==> src/rtl/mips_muldiv_if.sv <==
// Handshake and operand/result bundle between the control unit / datapath
// and the multi-cycle multiply/divide unit.
interface mips_muldiv_if #(
  parameter int WIDTH = 32
);
  logic             START;
  logic [1:0]       MDOP;
  logic [WIDTH-1:0] ReadData1;
  logic [WIDTH-1:0] ReadData2;
  logic             BUSY;
  logic             DONE;
  logic             DIVZERO;
  logic [WIDTH-1:0] HI;
  logic [WIDTH-1:0] LO;

  // Control unit side: issues operations, observes status and HI/LO.
  modport master (
    output START, MDOP, ReadData1, ReadData2,
    input  BUSY, DONE, DIVZERO, HI, LO
  );

  // Multiply/divide unit side.
  modport slave (
    input  START, MDOP, ReadData1, ReadData2,
    output BUSY, DONE, DIVZERO, HI, LO
  );
endinterface

==> src/rtl/mips_muldiv_unit.sv <==
// Multi-cycle MULT/MULTU/DIV/DIVU unit with architectural HI/LO registers.
// Signed operations run on magnitudes (shift-add multiply, restoring divide)
// and get their signs restored in a single FIXUP cycle, so the latency is
// always WIDTH+1 cycles from the accepting edge to DONE.
module mips_muldiv_unit #(
  parameter int WIDTH = 32
) (
  input logic           clk,
  input logic           rst_n,
  mips_muldiv_if.slave  bus
);

  localparam int CNT_W = (WIDTH > 1) ? $clog2(WIDTH) : 1;
  localparam logic [CNT_W-1:0] LAST_ITER = CNT_W'(WIDTH - 1);

  typedef enum logic [1:0] {
    IDLE  = 2'd0,
    CALC  = 2'd1,
    FIXUP = 2'd2
  } state_t;

  // Absolute value of an operand; unsigned operations pass through untouched.
  // The most negative value maps onto itself, which is its correct unsigned
  // magnitude.
  function automatic logic [WIDTH-1:0] magnitude(
    input logic signed [WIDTH-1:0] v,
    input logic                    is_signed
  );
    logic signed [WIDTH-1:0] neg_v;
    neg_v = -v;
    return (is_signed && (v < 0)) ? $unsigned(neg_v) : $unsigned(v);
  endfunction

  // Two's-complement sign correction of a single result word.
  function automatic logic [WIDTH-1:0] apply_sign(
    input logic [WIDTH-1:0] v,
    input logic             neg
  );
    return neg ? (~v + WIDTH'(1)) : v;
  endfunction

  // Two's-complement sign correction of the full double-width product.
  function automatic logic [2*WIDTH-1:0] apply_sign_wide(
    input logic [2*WIDTH-1:0] v,
    input logic               neg
  );
    return neg ? (~v + (2*WIDTH)'(1)) : v;
  endfunction

  state_t             state;
  logic [CNT_W-1:0]   cnt;
  logic               is_div;
  logic               neg_lo;     // product sign, or quotient sign
  logic               neg_hi;     // remainder sign (dividend sign)
  logic               div_by_zero;
  logic [WIDTH-1:0]   opb;        // multiplicand magnitude or divisor magnitude
  logic [WIDTH-1:0]   dividend;   // original rs value, returned on divide by zero
  logic [2*WIDTH-1:0] acc;        // product accumulator, or remainder:quotient

  logic               busy_r;
  logic               done_r;
  logic               divzero_r;
  logic [WIDTH-1:0]   hi_r;
  logic [WIDTH-1:0]   lo_r;

  logic               sign_a;
  logic               sign_b;
  logic [WIDTH-1:0]   mag_a;
  logic [WIDTH-1:0]   mag_b;

  logic [WIDTH:0]     mul_sum;
  logic [WIDTH:0]     rem_wide;
  logic [WIDTH-1:0]   rem_sub;
  logic               rem_keep;
  logic [2*WIDTH-1:0] acc_next;
  logic [2*WIDTH-1:0] product;

  assign bus.BUSY    = busy_r;
  assign bus.DONE    = done_r;
  assign bus.DIVZERO = divzero_r;
  assign bus.HI      = hi_r;
  assign bus.LO      = lo_r;

  // Operand preparation: record operand signs and form magnitudes for the
  // operation presented on the bus this cycle.
  always_comb begin
    sign_a = bus.MDOP[0] & bus.ReadData1[WIDTH-1];
    sign_b = bus.MDOP[0] & bus.ReadData2[WIDTH-1];
    mag_a  = magnitude($signed(bus.ReadData1), bus.MDOP[0]);
    mag_b  = magnitude($signed(bus.ReadData2), bus.MDOP[0]);
  end

  // One iteration of shift-add multiply or restoring divide on the accumulator.
  always_comb begin
    // Multiply: conditionally add the multiplicand into the upper half with a
    // carry bit, then shift the whole accumulator right by one.
    mul_sum  = {1'b0, acc[2*WIDTH-1:WIDTH]}
             + (acc[0] ? {1'b0, opb} : {(WIDTH+1){1'b0}});
    // Divide: remainder after the left shift needs one extra bit, since it
    // can exceed WIDTH bits before the trial subtraction.
    rem_wide = acc[2*WIDTH-1:WIDTH-1];
    rem_keep = (rem_wide >= {1'b0, opb});
    rem_sub  = WIDTH'(rem_wide - {1'b0, opb});
    acc_next = {mul_sum, acc[WIDTH-1:1]};
    if (is_div) begin
      if (rem_keep) begin
        acc_next = {rem_sub, acc[WIDTH-2:0], 1'b1};
      end else begin
        acc_next = {rem_wide[WIDTH-1:0], acc[WIDTH-2:0], 1'b0};
      end
    end
    product = apply_sign_wide(acc, neg_lo);
  end

  // Control FSM and datapath registers: accept in IDLE, iterate WIDTH times
  // in CALC, sign-correct and publish HI/LO in FIXUP.
  always_ff @(posedge clk or negedge rst_n) begin
    if (!rst_n) begin
      state       <= IDLE;
      cnt         <= '0;
      is_div      <= 1'b0;
      neg_lo      <= 1'b0;
      neg_hi      <= 1'b0;
      div_by_zero <= 1'b0;
      opb         <= '0;
      dividend    <= '0;
      acc         <= '0;
      busy_r      <= 1'b0;
      done_r      <= 1'b0;
      divzero_r   <= 1'b0;
      hi_r        <= '0;
      lo_r        <= '0;
    end else begin
      done_r <= 1'b0;
      unique case (state)
        IDLE: begin
          if (bus.START) begin
            is_div      <= bus.MDOP[1];
            neg_lo      <= sign_a ^ sign_b;
            neg_hi      <= sign_a;
            dividend    <= bus.ReadData1;
            div_by_zero <= bus.MDOP[1] && (bus.ReadData2 == '0);
            if (bus.MDOP[1]) begin
              opb <= mag_b;
              acc <= {{WIDTH{1'b0}}, mag_a};
            end else begin
              opb <= mag_a;
              acc <= {{WIDTH{1'b0}}, mag_b};
            end
            cnt       <= '0;
            busy_r    <= 1'b1;
            divzero_r <= 1'b0;
            state     <= CALC;
          end
        end
        CALC: begin
          acc <= acc_next;
          cnt <= cnt + CNT_W'(1);
          if (cnt == LAST_ITER) begin
            state <= FIXUP;
          end
        end
        FIXUP: begin
          if (is_div) begin
            if (div_by_zero) begin
              hi_r      <= dividend;
              lo_r      <= {WIDTH{1'b1}};
              divzero_r <= 1'b1;
            end else begin
              hi_r <= apply_sign(acc[2*WIDTH-1:WIDTH], neg_hi);
              lo_r <= apply_sign(acc[WIDTH-1:0], neg_lo);
            end
          end else begin
            hi_r <= product[2*WIDTH-1:WIDTH];
            lo_r <= product[WIDTH-1:0];
          end
          done_r <= 1'b1;
          busy_r <= 1'b0;
          state  <= IDLE;
        end
        default: begin
          state  <= IDLE;
          busy_r <= 1'b0;
        end
      endcase
    end
  end

endmodule

==> src/flat_wrapper.sv <==
// flat-port wrapper written by rule: the top's interface ports become plain ports
module mips_muldiv_unit_flat 
#(
  parameter int WIDTH = 32
)
  (clk, rst_n, bus_START, bus_MDOP, bus_ReadData1, bus_ReadData2, bus_BUSY, bus_DONE, bus_DIVZERO, bus_HI, bus_LO);
  mips_muldiv_if #(.WIDTH(WIDTH)) bus_i ();
  input logic clk;
  input logic rst_n;
  input wire logic [$bits(bus_i.START)-1:0] bus_START;
  input wire logic [$bits(bus_i.MDOP)-1:0] bus_MDOP;
  input wire logic [$bits(bus_i.ReadData1)-1:0] bus_ReadData1;
  input wire logic [$bits(bus_i.ReadData2)-1:0] bus_ReadData2;
  output wire logic [$bits(bus_i.BUSY)-1:0] bus_BUSY;
  output wire logic [$bits(bus_i.DONE)-1:0] bus_DONE;
  output wire logic [$bits(bus_i.DIVZERO)-1:0] bus_DIVZERO;
  output wire logic [$bits(bus_i.HI)-1:0] bus_HI;
  output wire logic [$bits(bus_i.LO)-1:0] bus_LO;
  assign bus_i.START = bus_START;
  assign bus_i.MDOP = bus_MDOP;
  assign bus_i.ReadData1 = bus_ReadData1;
  assign bus_i.ReadData2 = bus_ReadData2;
  assign bus_BUSY = bus_i.BUSY;
  assign bus_DONE = bus_i.DONE;
  assign bus_DIVZERO = bus_i.DIVZERO;
  assign bus_HI = bus_i.HI;
  assign bus_LO = bus_i.LO;
  mips_muldiv_unit #(.WIDTH(WIDTH)) u_core (.clk(clk), .rst_n(rst_n), .bus(bus_i));
endmodule
==> config.mk <==
export PLATFORM = sky130hd
export DESIGN_NAME = mips_muldiv_unit_flat
export DESIGN_NICKNAME = d
export VERILOG_FILES = /design/src/rtl/mips_muldiv_if.sv /design/src/rtl/mips_muldiv_unit.sv /design/src/flat_wrapper.sv
export SDC_FILE = /design/constraint.sdc
export NUM_CORES = 1
export LEC_CHECK = 0
export BUFFER_PORTS_ARGS = -buffer_cell sky130_fd_sc_hd__buf_2
export CAP_MARGIN = 5
export CORE_ASPECT_RATIO = 1.4
export CORE_UTILIZATION = 35
export DETAILED_ROUTE_END_ITERATION = 10
export PLACE_DENSITY = 0.63
export SYNTH_ARGS = -nofsm -noshare
export SYNTH_HDL_FRONTEND = slang
export SYNTH_SLANG_ARGS = --single-unit
==> constraint.sdc <==
create_clock -name clk -period 4.1 [get_ports clk]
set_input_delay 0.41 -clock clk [delete_from_list [all_inputs] [get_ports clk]]
set_output_delay 0.41 -clock clk [all_outputs]
set_load 0.02 [all_outputs]
# --- After elaboration in Yosys (flattened, before gate mapping) ---
# Index checks and enable logic that the tools add are counted.
word_totals:
  ff_bits: 206
  input_bits: 69
  word_cells: 79
classes:
  mux: 28
  n_eq_ne: 7
  bitwise: 7
  n_reduce_logical: 12
  magnitude_cmp: 3
  add_sub_neg: 8
op_table:
  columns: ["operator", "count"]
  rows:
  - ["32-bit 2-to-1 mux", 11]
  - ["64-bit 2-to-1 mux", 4]
  - ["64-bit case mux with 2 select lines", 1]
  - ["32-bit by 1-bit adder with 32-bit output (second input constant)", 2]
  - ["64-bit by 1-bit adder with 64-bit output (second input constant)", 1]
  - ["32-bit by 1-bit < comparator with 1-bit output (second input constant)", 2]
  - ["32-bit negation", 2]
  - ["32-bit NOT", 2]
  - ["64-bit NOT", 1]
  - ["32-bit by 32-bit adder with 33-bit output", 1]
  - ["33-bit by 32-bit greater-or-equal comparator with 1-bit output", 1]
  - ["32-bit logical NOT", 1]
  - ["32-bit subtractor", 1]
  - ["5-bit case mux with 2 select lines", 1]
  - ["2-bit AND reduction", 4]
  - ["2-bit by 1-bit != test with 1-bit output (second input constant)", 3]
  - ["5-bit by 1-bit adder with 5-bit output (second input constant)", 1]
  - ["5-bit equality test (second input constant)", 1]
  - ["1-bit 2-to-1 mux", 5]
  - ["5-bit 2-to-1 mux", 1]
  - ["2-bit 2-to-1 mux", 2]
  - ["1-bit case mux with 2 select lines", 2]
  - ["2-bit case mux with 2 select lines", 1]
  - ["4-bit AND reduction", 1]
  - ["9 further kinds", 13]

# --- Depth between registers and ports, before layout ---
# Gate-level depths: netlist (run 1).
logic_depth:
  word_depth: 6
  mapped_depth: 14
  mapped_depth_nobuf: 13

# --- Worst setup path before layout (run 1) ---
# Ideal clock, no wire load.
synth_path:
  kind: "register to register"
  from: "register u_core.acc[0]"
  to: "register u_core.acc[61]"
  period_less_slack_ns: 3.326
  stages_incl_launch_ff: 14
  arrival_ns: 3.181
  slack_ns: 0.774
  path_cell_list: "dfrtp_1 > inv_1 > clkbuf_1 > nor2_1 > ha_1 > a21o_1 > nor3_1 > a211oi_1 > o311ai_0 > o211ai_1 > a21oi_1 > mux2i_1 > a221oi_1 > o221ai_1"
synth_via:
  elab_chain_len: 4
synth_rtl:
  columns: ["item", "line_no", "rtl"]
  rows:
  - ["start: declaration", "mips_muldiv_unit.sv:58", "logic [2*WIDTH-1:0] acc;"]
  - ["start signal: assignment", "mips_muldiv_unit.sv:145", "acc <= {{WIDTH{1'b0}}, mag_a};"]
  - ["start signal: assignment", "mips_muldiv_unit.sv:148", "acc <= {{WIDTH{1'b0}}, mag_b};"]
  - ["start signal: assignment", "mips_muldiv_unit.sv:157", "acc <= acc_next;"]
  - ["32-bit 2-to-1 mux", "mips_muldiv_unit.sv:98", "+ (acc[0] ? {1'b0, opb} : {(WIDTH+1){1'b0}});"]
  - ["32-bit by 32-bit adder with 33-bit output", "mips_muldiv_unit.sv:98", null]
  - ["64-bit 2-to-1 mux", "mips_muldiv_unit.sv:105", "if (is_div) begin"]
  - ["64-bit case mux with 2 select lines", "mips_muldiv_unit.sv:135", "unique case (state)"]
# No other way between the ends.
# A chain may end at the register's enable or synchronous reset.

# --- Worst setup path after layout (run 1) ---
# Same ends and word-level chain as after synthesis.

==> results of run 1 <==
how the worst max path moves through the flow:
stage,start,to,cells after the start
after floorplan,u_core.acc[0],u_core.acc[61],13
after global placement,u_core.acc[0],u_core.acc[56],12
after detailed placement,u_core.acc[0],u_core.acc[61],13
after CTS,u_core.acc[0],u_core.acc[61],13
after global routing,u_core.acc[0],u_core.acc[61],13
final,u_core.acc[0],u_core.acc[61],13
power by group through the flow:
stage          Combinational [W]  Clock, W  Sequential, W
3_3_place_gp              0.0110         0        0.00377
4_1_cts                   0.0111   0.00241        0.00376
3_5_place_dp              0.0110         0        0.00380
6_report                  0.0112   0.00237        0.00378
5_1_grt                   0.0123   0.00249        0.00387
2_1_floorplan            0.00789         0        0.00352
tightest hold or removal path: stages:
cell and delay [ns]:
buf_2 0.12, nand2_1 0.05, nand2_1 0.05
state kept, by name, summed over array words and instances, names as in the netlist:
| name | flops |
|---|---|
| u_core.acc | 64 |
| u_core.bus.HI | 32 |
| u_core.bus.LO | 32 |
| u_core.dividend | 32 |
| u_core.opb | 32 |
| u_core.cnt | 5 |
| u_core.state | 2 |
| u_core.bus.BUSY | 1 |
| u_core.bus.DIVZERO | 1 |
| u_core.bus.DONE | 1 |
| u_core.div_by_zero | 1 |
| u_core.is_div | 1 |
| u_core.neg_hi | 1 |
| u_core.neg_lo | 1 |
timing repair:
action | CTS | global route
resized for setup | 0 | 0
hold endpoints to repair | 74 | 0
hold buffers | 1 | 0
cell type report:
cell class,count,area (um^2)
Timing Repair Buffer,192,1141
Clock inverter,10,163.9
Sequential cell,206,5160
Multi-Input combinational cell,1699,10550
Fill cell,4833,27560
Tap cell,617,772.0
Clock buffer,34,698.2
Antenna cell,1,2.502
Inverter,70,262.8
per-stage QoR:
step | area, um^2 | power [W] | worst slack [ns]
4_1_cts | 18750 | 0.01729 | 0.4832
6_report | 18750 | 0.01740 | 0.4566
3_3_place_gp | 17880 | 0.01476 | 0.5858
5_1_grt | 18750 | 0.01870 | 0.1736
3_5_place_dp | 17880 | 0.01484 | 0.5180
2_1_floorplan | 16510 | 0.01141 | 0.7743
cell usage after synthesis, types with 4 or more instances:
cell type  instances
o21bai_1           9
o41ai_1            9
or2_2              6
nand3_1           33
nor2b_1            9
o21ai_1           10
or4_1             17
clkbuf_1         116
o21ai_0          194
a21o_1            29
o21a_1            12
nand2b_1          12
and3_1             7
ha_1              70
xor2_1           115
nand3b_1           4
buf_1             17
nor2_1           216
a221oi_1           5
nand4_1           20
mux2i_1           67
inv_1             69
or3_1             19
nor4_1             8
nor3_1            31
xnor2_1           85
dfrtp_1          206
a22oi_1           27
buf_2              6
and2_1             6
o31ai_1           26
nand2_1          305
a31oi_1           19
a211oi_1          39
a21oi_1          177
o211ai_1          40
buf_6              4
per-layer routing:
metal | GRT usage, % | up-vias | part of all wire (%)
met5 | 0 | - | 0.014
met4 | 19.22 | 2 | 8.0
met3 | 3.157 | 186 | 5.1
met2 | 44.52 | 598 | 48
met1 | 31.23 | 7824 | 39
li1 | - | 7653 | -
cells by family (layout without fill, tap and decap cells):
| family | Yosys count | count (layout) | share of synthesized area [%] |
|---|---|---|---|
| adders and majority gates | 72 | 72 | 5.546 |
| xor gates and xnor gates | 200 | 200 | 10.61 |
| and+or+nand+nor | 712 | 712 | 19.22 |
| AOI/OAI and AO/OA | 647 | 647 | 24.21 |
| muxes | 68 | 68 | 4.129 |
| buffers and inverters | 213 | 306 | 5.069 |
| DFF | 206 | 206 | 31.21 |
| other | 0 | 1 | 0 |
==> impl_metrics.py, run 1 <==
metrics = {
    "die": {
        "row_count": 93,
        "start_util_pct": 35.66,
        "die_h_um": 259.0,
        "coreArea_mm2": 0.04631,
        "fp.dieW_um": 185.6,
        "ios": 136,
        "die-area_mm2": 0.04807,
    },
    "synthesis": {
        "synth_top_area_share_pct": 31.21,
        "synthCells": 2118,
        "ys_types": 77,
        "synth_top_cell_by_area": "dfrtp_1",
        "yosys_warnings": 0,
        "netlist_top_cells_area": "dfrtp_1 (31%), nand2_1 (6.9%), xor2_1 (6.1%)",
        "syn_avg_cell_area_um2": 7.797,
        "async_flop_share_pct": 100.0,
        "synth_edf_count": 0,
        "syn-num-nets": 2259,
        "synthFlopType": "dfrtp_1",
        "seq_area_frac_synth_pct": 31.21,
        "synth-seq-cells": 206,
        "synthesis.area_mm2": 0.01651,
    },
    "layout": {
        "final_cell_mix": "nand2_1 (305), nor2_1 (214), dfrtp_1 (204), o21ai_0 (194), a21oi_1 (176)",
        "final_common_cell": "nand2_1",
        "area_growth_pct": 13.55,
        "drive_above_1_share_pct": 12.03,
        "nets": 2334,
        "finalNonFillerCells": 2829,
        "fin_util_pct": 40.49,
    },
    "sta": {
        "rsz0062_at_grt": "no",
        "tightest_slew_ns": 1.134,
        "finalHoldViolCount": 0,
        "holdWs_ns": 0.1003,
        "min_period_ns": 3.643,
        "fin_skew_ns": 0.01533,
        "slew_headroom_pct": 24.39,
        "max_freq_mhz": 274.5,
        "final-max-slew-violation-count": 0,
        "tns_ns": 0,
        "final-setup-viol-count": 0,
        "timing.final.crit_share_pct": 88.86,
    },
    "worst_setup_path": {
        "critPathSlowestCell": "dfrtp_1",
        "crit_path_end_kind": "flip-flop",
        "critPathLaunchType": "flip-flop",
        "rrSetupSlack_ns": 0.46,
        "critical_path_class": "reg2reg",
        "worstPathCellList": "inv_1 > buf_4 > nor2_1 > ha_1 > a211oi_1 > o21ai_0 > a221o_1 > nand3_1 > o211ai_1 > a21oi_1 > mux2i_1 > a221oi_1 > o221ai_1",
        "cp_top_family": "compound AO/OA/AOI/OAI gates",
        "r2r-start": "u_core.acc[0]",
        "worstPathArrival_ns": 4.06,
        "crit_fanout": 17,
        "r2r-end": "u_core.acc[61]",
        "slowest_delay_ns": 0.47,
        "required_ns": 4.51,
        "path_buf_inv": 2,
        "reg2regPathDepth": 13,
    },
    "cts": {
        "clockBufferDepth": 3,
        "cts_max_level": 1,
        "path_clk_slew_ns": 0.06,
        "clkSinkCount": 206,
        "worstSkewPairLatency_ns": 0.56,
        "cts_tree": "yes",
        "post_cts_buffers": 0,
        "numCtsBuffers": 24,
        "clock-root-buffer": "clkbuf_16",
    },
    "power": {
        "power-per-cell-area_mw_per_mm2": 927.8,
        "p_switching_w": 0.008790,
        "p_comb_share_pct": 64.6,
        "ir_drop_uv": 365.8,
        "clkPwrFrac_pct": 13.6,
        "p_sw_share_pct": 50.52,
        "p_leak_nw": 8.262,
        "p_int_w": 0.008608,
        "seqPwrFrac_pct": 21.7,
    },
    "global_route": {
        "grt_max_degree": 124,
        "overflow": 0,
        "antenna_found_initial": 2,
        "grt_use_total_pct": 26.58,
        "grt_pass1_wl_um": 96680,
        "grt_pass1_vias": 15880,
    },
    "placed_design": {
        "place_congestion": 0.9845,
        "portBuffers": 135,
        "hpwl_um": 48810,
        "placed_cells": 2783,
    },
    "detailed_routing": {
        "drc_errors": 0,
        "vias": 16263,
        "drt_pass1_iterations": 5,
        "wirelength_um": 63640,
        "ant_nets": 0,
        "drt-wirelength-per-cell_um": 22.50,
        "dr.first_iter.drc_count": 1225,
        "via_per_inst": 5.749,
    },
    "hold_path": {
        "hold_path_class": "in2reg",
        "hold_depth": 3,
        "min_from": "bus_ReadData1[4]",
        "whs_endpoint": "u_core.dividend[4]",
    },
    "run": {
        "cap_violations": 0,
    },
    "run_status": {
        "outcome": "complete, no violations",
    },
}
No activity file was read; power rests on OpenSTA's default activity.
==> run 2, diff against run 1 <==
REMOVE_ABC_BUFFERS = 1   (was default)
==> run 2 against run 1 <==
  * Combinational power about the same
  * Maximum frequency decreased by 1.2%
  * Die area unchanged
  * Register-to-register slack got worse by 0.04 ns
  * Count of clock-buffer cells in the layout decreased by 3
  * Sequential power increased by 3%
  * Global-route usage decreased by 1.0 points
  * Power decreased by 2.1%
  * Clock power decreased by 8.4%
  * Critical path depth unchanged
==> impl_metrics.py, run 2 (same netlist as run 1, synthesis figures left out) <==
metrics = {
    "sta": {
        "holdWs_ns": 0.1383,
        "final-max-slew-violation-count": 0,
        "rsz0062_at_grt": "no",
        "slew_headroom_pct": 36.95,
        "finalHoldViolCount": 0,
        "final-setup-viol-count": 0,
        "fin_skew_ns": 0.01875,
        "min_period_ns": 3.687,
        "timing.final.ws_setup_ns": 0.4127,
        "max_freq_mhz": 271.2,
        "tightest_slew_ns": 0.9457,
        "timing.final.crit_share_pct": 89.93,
    },
    "power": {
        "finalPower_w": 0.01703,
        "ir_drop_uv": 337.8,
        "p_comb_share_pct": 64.3,
        "p_int_w": 0.008354,
        "clkPwrFrac_pct": 12.8,
        "p_sw_share_pct": 50.94,
        "power-per-cell-area_mw_per_mm2": 913.5,
        "seqPwrFrac_pct": 22.9,
        "p_switching_w": 0.008674,
        "p_leak_nw": 8.201,
    },
    "worst_setup_path": {
        "startpoint": "u_core.acc[0]",
        "worstPathArrival_ns": 4.08,
        "crit_fanout": 26,
        "required_ns": 4.49,
        "rrSetupSlack_ns": 0.41,
        "critical_path_class": "reg2reg",
        "critPathLaunchType": "flip-flop",
        "r2r-start": "u_core.acc[0]",
        "crit_path_end_kind": "flip-flop",
        "r2r-end": "u_core.acc[61]",
        "reg2regPathDepth": 13,
    },
    "layout": {
        "nets": 2331,
        "drive_above_1_share_pct": 11.88,
        "multi_input_area_mm2": 0.01055,
        "antennaDiodeCount": 0,
        "area_growth_pct": 12.88,
        "final_cell_mix": "nand2_1 (305), nor2_1 (214), dfrtp_1 (204), o21ai_0 (194), a21oi_1 (176)",
        "largest-register": "u_core.acc",
        "final_common_cell": "nand2_1",
        "n_fill_cell": 4853,
        "largest_reg_flops": 64,
        "regArea_mm2": 0.005160,
    },
    "global_route": {
        "grt_pass1_vias": 15779,
        "overflow": 0,
        "antenna_found_initial": 0,
        "grt_pass1_wl_um": 94380,
        "grt_max_degree": 115,
        "grt_use_total_pct": 25.54,
    },
    "placed_design": {
        "portBuffers": 135,
        "dp_slack_ns": 0.4830,
        "hpwl_um": 46270,
        "place_congestion": 0.9790,
    },
    "cts": {
        "worstSkewPairLatency_ns": 0.54,
        "cts_max_level": 1,
        "numCtsBuffers": 23,
        "clock-root-buffer": "clkbuf_16",
        "path_clk_slew_ns": 0.06,
        "clockBufferDepth": 3,
        "clkSinkCount": 206,
        "cts_tree": "yes",
    },
    "detailed_routing": {
        "dr.first_iter.drc_count": 1353,
        "wirelength_um": 61030,
        "drt_pass1_iterations": 5,
        "vias": 15903,
        "drc_errors": 0,
        "ant_nets": 0,
        "via_per_inst": 5.633,
        "drt-wirelength-per-cell_um": 21.62,
    },
    "hold_path": {
        "min_from": "bus_ReadData1[4]",
        "hold_depth": 3,
        "hold_path_class": "in2reg",
        "whs_endpoint": "u_core.dividend[4]",
    },
    "die": {
        "die_h_um": 259.0,
        "die-area_mm2": 0.04807,
        "row_count": 93,
        "start_util_pct": 35.66,
        "fp.dieW_um": 185.6,
        "ios": 136,
        "coreArea_mm2": 0.04631,
    },
    "run_status": {
        "outcome": "complete, no violations",
    },
    "run": {
        "cap_violations": 0,
    },
}
## run 2: worst max-delay path: stages, from the launching register on
cell and delay [ns]:
dfrtp_1 0.46, inv_1 0.23, buf_4 0.37, nor2_1 0.10, ha_1 0.38, a211oi_1 0.32, o21ai_0 0.19, a221o_1 0.36
nand3_1 0.10, o211ai_1 0.12, a21oi_1 0.35, mux2i_1 0.15, a221oi_1 0.24, o221ai_1 0.16
## run 2: how the worst max path moves through the flow
stage / endpoint / slack, ns / cells after the start
detailed placement: u_core.acc[61] / 0.48 / 13
global placement: u_core.acc[61] / 0.55 / 13
CTS: u_core.acc[61] / 0.44 / 13
floorplan: u_core.acc[62] / -3.33 / 6
global route: u_core.acc[61] / 0.21 / 13
finish: u_core.acc[61] / 0.41 / 13
## run 2: routing by layer
metal	vias to the layer above	part of all wire [%]	track usage, %
met4	0	5.1	12.32
met5	-	0	0
li1	7656	-	-
met3	135	4.1	2.076
met1	7631	43	32.67
met2	481	48	43.18
## run 2: through the flow
| stage | std cells | util (%) | setup TNS (ns) | area [um^2] |
|---|---|---|---|---|
| after floorplan | 1975 | - | -160.63 | 15940 |
| after global placement | 2781 | 38.57 | 0 | 17860 |
| after detailed placement | 2781 | 38.57 | 0 | 17860 |
| after CTS | 2823 | 40.25 | 0 | 18640 |
| after global routing | 2823 | 40.25 | 0 | 18640 |
| final | 2823 | 40.25 | 0 | 18640 |
## run 2: final cells by class
class | instances | share of cell area (%)
clock buffer | 31 | 3.517
clock inverter | 10 | 0.6041
inverter | 70 | 1.409
multi-input combinational | 1699 | 56.61
sequential | 206 | 27.68
tap | 617 | 4.141
timing repair buffer | 190 | 6.041
## run 2: timing repair
action                                  in CTS  in global routing
gates resized for setup                      0                  0
hold buffers                                 1                  0
endpoints found under the setup margin       0                  0
buffers inserted                             0                  0
hold endpoints to repair                     4                  0
## run 2: power groups by stage
stage | clock [W] | sequential, W | combinational, W
final | 0.00217 | 0.00390 | 0.0110
after global routing | 0.00229 | 0.00399 | 0.0120
after CTS | 0.00223 | 0.00386 | 0.0108
after detailed placement | 0 | 0.00390 | 0.0107
after global placement | 0 | 0.00387 | 0.0107
after floorplan | 0 | 0.00384 | 0.00742
